File: src/rtl/reg_file_pkg.sv
// Shared constants and helpers for the register file, decode and write-back.
package reg_file_pkg;

  localparam int DEF_WIDTH = 32;
  localparam int DEF_DEPTH = 8;

  // Widest word the merge helper handles; callers size-cast in and out.
  localparam int MAX_WIDTH = 256;
  localparam int MAX_BE    = MAX_WIDTH / 8;

  function automatic int clog2(input int n);
    int r;
    r = 0;
    for (int i = 0; i < 31; i++) begin
      if ((1 << i) < n) r = i + 1;
    end
    return r;
  endfunction

  function automatic logic [MAX_WIDTH-1:0] merge(input logic [MAX_WIDTH-1:0] old_w,
                                                 input logic [MAX_WIDTH-1:0] new_w,
                                                 input logic [MAX_BE-1:0]    be);
    logic [MAX_WIDTH-1:0] r;
    r = old_w;
    for (int k = 0; k < MAX_BE; k++) begin
      if (be[k]) r[8*k +: 8] = new_w[8*k +: 8];
    end
    return r;
  endfunction

endpackage

File: src/rtl/reg_file_word.sv
// One register word with per-byte-lane write enables and a sticky dirty flag.
// Write latency 1 edge; no backpressure.
module reg_word #(
  parameter int WIDTH = 32
) (
  input  logic               clk,
  input  logic               rst,
  input  logic [WIDTH/8-1:0] lane_we,
  input  logic [WIDTH-1:0]   wdata,
  output logic [WIDTH-1:0]   q,
  output logic               dirty
);

  always_ff @(posedge clk or posedge rst) begin
    if (rst) begin
      q     <= '0;
      dirty <= 1'b0;
    end else begin
      for (int k = 0; k < WIDTH/8; k++) begin
        if (lane_we[k]) q[8*k +: 8] <= wdata[8*k +: 8];
      end
      if (|lane_we) dirty <= 1'b1;
    end
  end

endmodule

File: src/rtl/reg_file.sv
// Byte-lane-writable register file with two registered, write-first read ports.
// Read and write latency 1 edge; no backpressure, all outputs are flops.
module reg_file
  import reg_file_pkg::*;
#(
  parameter  int WIDTH    = DEF_WIDTH,
  parameter  int DEPTH    = DEF_DEPTH,
  parameter  int ZERO_REG = 1,
  localparam int ADDR_W   = clog2(DEPTH)
) (
  input  logic               i_clk,
  input  logic               i_reset,
  input  logic               i_we,
  input  logic [ADDR_W-1:0]  i_waddr,
  input  logic [WIDTH-1:0]   i_wdata,
  input  logic [WIDTH/8-1:0] i_wbe,
  input  logic               i_re_a,
  input  logic               i_re_b,
  input  logic [ADDR_W-1:0]  i_raddr_a,
  input  logic [ADDR_W-1:0]  i_raddr_b,
  output logic [WIDTH-1:0]   o_rdata_a,
  output logic [WIDTH-1:0]   o_rdata_b,
  output logic [DEPTH-1:0]   o_dirty
);

  localparam int NB = WIDTH / 8;

  logic [WIDTH-1:0] regs [DEPTH];
  logic             wr_ok;
  logic [WIDTH-1:0] wr_old;
  logic [WIDTH-1:0] wr_new;
  logic [WIDTH-1:0] cur_a;
  logic [WIDTH-1:0] cur_b;

  assign wr_ok = i_we && (|i_wbe) && (int'(i_waddr) < DEPTH)
                 && !((ZERO_REG != 0) && (i_waddr == '0));

  for (genvar n = 0; n < DEPTH; n++) begin : g_word
    if ((ZERO_REG != 0) && (n == 0)) begin : g_zero
      assign regs[n]    = '0;
      assign o_dirty[n] = 1'b0;
    end else begin : g_reg
      logic [NB-1:0] lane_we;
      assign lane_we = (wr_ok && (i_waddr == ADDR_W'(n))) ? i_wbe : '0;
      reg_word #(.WIDTH(WIDTH)) u_word (
        .clk     (i_clk),
        .rst     (i_reset),
        .lane_we (lane_we),
        .wdata   (i_wdata),
        .q       (regs[n]),
        .dirty   (o_dirty[n])
      );
    end
  end

  // Unmatched addresses (out of range) fall through to zero; the zero slot reads 0 itself.
  always_comb begin
    wr_old = '0;
    cur_a  = '0;
    cur_b  = '0;
    for (int n = 0; n < DEPTH; n++) begin
      if (i_waddr   == ADDR_W'(n)) wr_old = regs[n];
      if (i_raddr_a == ADDR_W'(n)) cur_a  = regs[n];
      if (i_raddr_b == ADDR_W'(n)) cur_b  = regs[n];
    end
    wr_new = WIDTH'(merge(MAX_WIDTH'(wr_old), MAX_WIDTH'(i_wdata), MAX_BE'(i_wbe)));
    if (wr_ok && (i_raddr_a == i_waddr)) cur_a = wr_new;
    if (wr_ok && (i_raddr_b == i_waddr)) cur_b = wr_new;
  end

  always_ff @(posedge i_clk or posedge i_reset) begin
    if (i_reset) begin
      o_rdata_a <= '0;
      o_rdata_b <= '0;
    end else begin
      if (i_re_a) o_rdata_a <= cur_a;
      if (i_re_b) o_rdata_b <= cur_b;
    end
  end

endmodule

File: config.mk
export PLATFORM = sky130hd
export DESIGN_NAME = reg_file
export DESIGN_NICKNAME = d
export VERILOG_FILES = /design/src/rtl/reg_file_pkg.sv /design/src/rtl/reg_file_word.sv /design/src/rtl/reg_file.sv
export SDC_FILE = /design/constraint.sdc
export NUM_CORES = 1
export LEC_CHECK = 0
export ABC_AREA = 1
export CORE_AREA = 5 5 247 129
export CTS_BUF_LIST = sky130_fd_sc_hd__clkbuf_2 sky130_fd_sc_hd__clkbuf_4 sky130_fd_sc_hd__clkbuf_8
export DETAILED_ROUTE_END_ITERATION = 8
export DIE_AREA = 0 0 252 134
export PLACE_DENSITY = 0.86
export SLEW_MARGIN = 40
export SYNTH_ARGS = -nofsm -noshare
export SYNTH_HDL_FRONTEND = slang
export SYNTH_HIERARCHICAL = 1
export SYNTH_SLANG_ARGS = --single-unit
File: constraint.sdc
create_clock -name i_clk -period 2.5 [get_ports i_clk]
set_input_delay 0.5 -clock i_clk [delete_from_list [all_inputs] [get_ports i_clk]]
set_output_delay 0.5 -clock i_clk [all_outputs]
set_load 0.01 [all_outputs]
==> metrics.txt <==
P_leak between 10 and 15 nW; post-CTS sizing 0; DRT antenna net count 0; Seq cells post-synth 295; largest stage delay on the critical path ~0.63 ns; HP Class reg -> reg; Skew-Pair Late Insertion Delay 0.60 ns; Yosys cell types 30; skew final 0.0207 ns; CTS H-tree lvls 2; share of cells above drive strength 1 9.74%; Max Cap Violations 0; CTS Root Cell clkbuf_8; Seq/Total Area, Yosys 41.3%; total track usage 41.8%; status finished with violations; number of synthesized flops with an enable pin 0; Critical Path Slowest Stage Cell clkdlybuf4s50_1; Layout area overhead 20.9%; Clock Sink Count approximately 300; worst slew pin tran 0.629 ns; failing checks DRC; setup TNS 0 ns; via count 20407; Period minus WS final 2.12 ns; vias in the first global route 19524; CTS Hold Bufs 0; crit-path max FO 2; Worst EP required 2.00 ns; Period Utilization, post-route 84.8%; synthesized area about 18000 um2; grt ovf 0; maximum vdd drop 0.000565 V; crit-path leading delay family buffers and inverters; Routed met1 length between 20000 and 30000 um; Max Clk Rate 472 MHz; count of final setup violators 0; Primary FF master, synth dfrtp_1; Chip Height 134 um; Final Power 15.1 mW; syn avg cell area 6.47 um2; placer congestion estimate 0.997; I/O pins around 120; Via density 6.01; Post-Route WL 71800 um; Fin. Hold Viols 0; worst path bufs/invs 1; length of routed met2 wiring 30800 um; DP HPWL 50200 um; setup repair bufs after CTS 0; Post-synth ARST share 100%; design area ~22000 um2; Placed Area 20600 um2; worst path cell trace clkdlybuf4s50_1; DRT iter0 DRCs 3306; DRC viols 1; CTS buffer count 44; die footprint 33800 um2; 1st-pass router iterations 9; Worst-path clk slew 0.07 ns; routed len/inst 21.1 um; CP Class reg -> out; antenna violations before repair 0; IO buf count 120; max-slew violations 0; fill count 2408; Multi-input gate area about 8700 um2; RSZ-0062 raised after global routing no; ANT cells 0; starting density of the core 60.4%; largest net degree at the start of global routing 65; post-synthesis cell count 2763; first-pass GRT wire length 110000 um; FF+latch area 7380 um2; Site Rows 45; Net Count, Synth 2813; CTS max path bufs 3; Top Layer Used met4; nets 3015; slew margin rel. 58.1%; met3 WL 8940 um; core footprint 29600 um2; crit end category primary output; power density over the cells 701 nW/um2; Yosys warnings 6; Worst Setup Start Kind flop; CTS tree done; Die Width 252 um; worst path arrival time 1.62 ns
==> per-layer routing <==
metal / up-vias / global-route usage [%]
met5: - / 0
met4: 0 / 26.9
met3: 359 / 8.82
met2: 1610 / 62.6
met1: 9367 / 55.7
li1: 9071 / -
==> through the flow <==
step | utilization, % | cells | setup WS, ns | hold slack, ns
6_report | 73.1 | 3396 | 0.381 | 0.478
3_5_place_dp | 69.8 | 3318 | -0.0580 | 0.461
3_3_place_gp | 69.8 | 3318 | -0.0150 | 0.456
5_1_grt | 73.1 | 3396 | 0.381 | 0.498
4_1_cts | 73.1 | 3396 | 0.391 | 0.478
2_1_floorplan | - | 2763 | 0.301 | 0.442
==> Yosys cell counts (2+ instances only) <==
master	count	area share, %
nand4_1	161	5.6
buf_1	11	0.23
dfrtp_1	295	41
nand3_2	4	0.22
inv_2	15	0.32
buf_2	43	1.2
nand3_1	64	1.8
xor2_1	2	0.098
buf_6	21	1.3
o21ai_0	201	5.6
nor3_2	8	0.45
clkbuf_1	62	1.3
nor3_4	2	0.18
inv_1	264	5.5
nand2_1	1059	22
nor3_1	2	0.056
clkinv_1	6	0.13
nor2_4	2	0.13
xnor2_1	2	0.098
o21ai_1	14	0.39
nor2_1	436	9.2
a21oi_1	81	2.3
==> worst paths after layout <==
check                                              from                           end  slack [ns]  cells past startpoint
max in group asynchronous                       i_reset   g_word[4].g_reg.u_word/q[8]        1.40                      3
max reg2reg                g_word[3].g_reg.u_word/q[12]                 o_rdata_b[12]        1.08                      8
min reg2reg                g_word[3].g_reg.u_word/q[28]  g_word[3].g_reg.u_word/q[28]        0.48                      2
min                        g_word[3].g_reg.u_word/q[28]  g_word[3].g_reg.u_word/q[28]        0.48                      2
min in group asynchronous                       i_reset                 o_rdata_b[13]        0.59                      3
max                        g_word[7].g_reg.u_word/dirty                    o_dirty[7]        0.38                      1
==> flip-flops by register name, summed over array words and instances, names as in the netlist <==
signal and count:
g_word.g_reg.u_word/dirty 7, g_word.g_reg.u_word/q 224, o_rdata_a 32, o_rdata_b 32
==> cell usage in the layout, fill, tap and decap left out, types with 2 or more instances in the layout <==
master           count
nand2_1           1059
nor2_1             432
dfrtp_1            295
inv_1              263
o21ai_0            201
nand4_1            161
buf_4              137
clkdlybuf4s50_1    120
a21oi_1             81
nand3_1             64
clkbuf_8            54
buf_12              38
inv_2               16
clkbuf_4            15
o21ai_1             14
nor3_2               7
clkinv_1             6
nor2_2               5
clkinv_2             5
nor3_4               4
nand3_2              4
xor2_1               2
xnor2_1              2
nor2_4               2
clkinvlp_4           2
bufinv_16            2
==> final cells by class <==
cell class,instances,share of cell area (%)
Timing Repair Buffer,295,13.8
Multi-Input combinational cell,2044,40.3
Tap cell,399,2.31
Clock buffer,69,3.96
Sequential cell,295,34.2
Inverter,285,4.95
Clock inverter,9,0.463
==> power by group <==
| part | leakage [nW] | internal (mW) | switching (mW) |
|---|---|---|---|
| sequential | 3.54 | 5.88 | 1.09 |
| clock | 0.505 | 2.38 | 2.06 |
| combinational | 6.58 | 1.42 | 2.31 |
| total | 10.6 | 9.68 | 5.46 |
==> cells by family (layout without fill, tap and decap cells) <==
group,Yosys count,count (layout),synth area share (%)
simple gates,1741,1741,40.0
buf+inv,424,658,10.1
compound gates,298,298,8.37
flops,295,295,41.3
xor+xnor,4,4,0.196
other cells,1,1,0.0210
No activity file was read; power rests on OpenSTA's default activity.
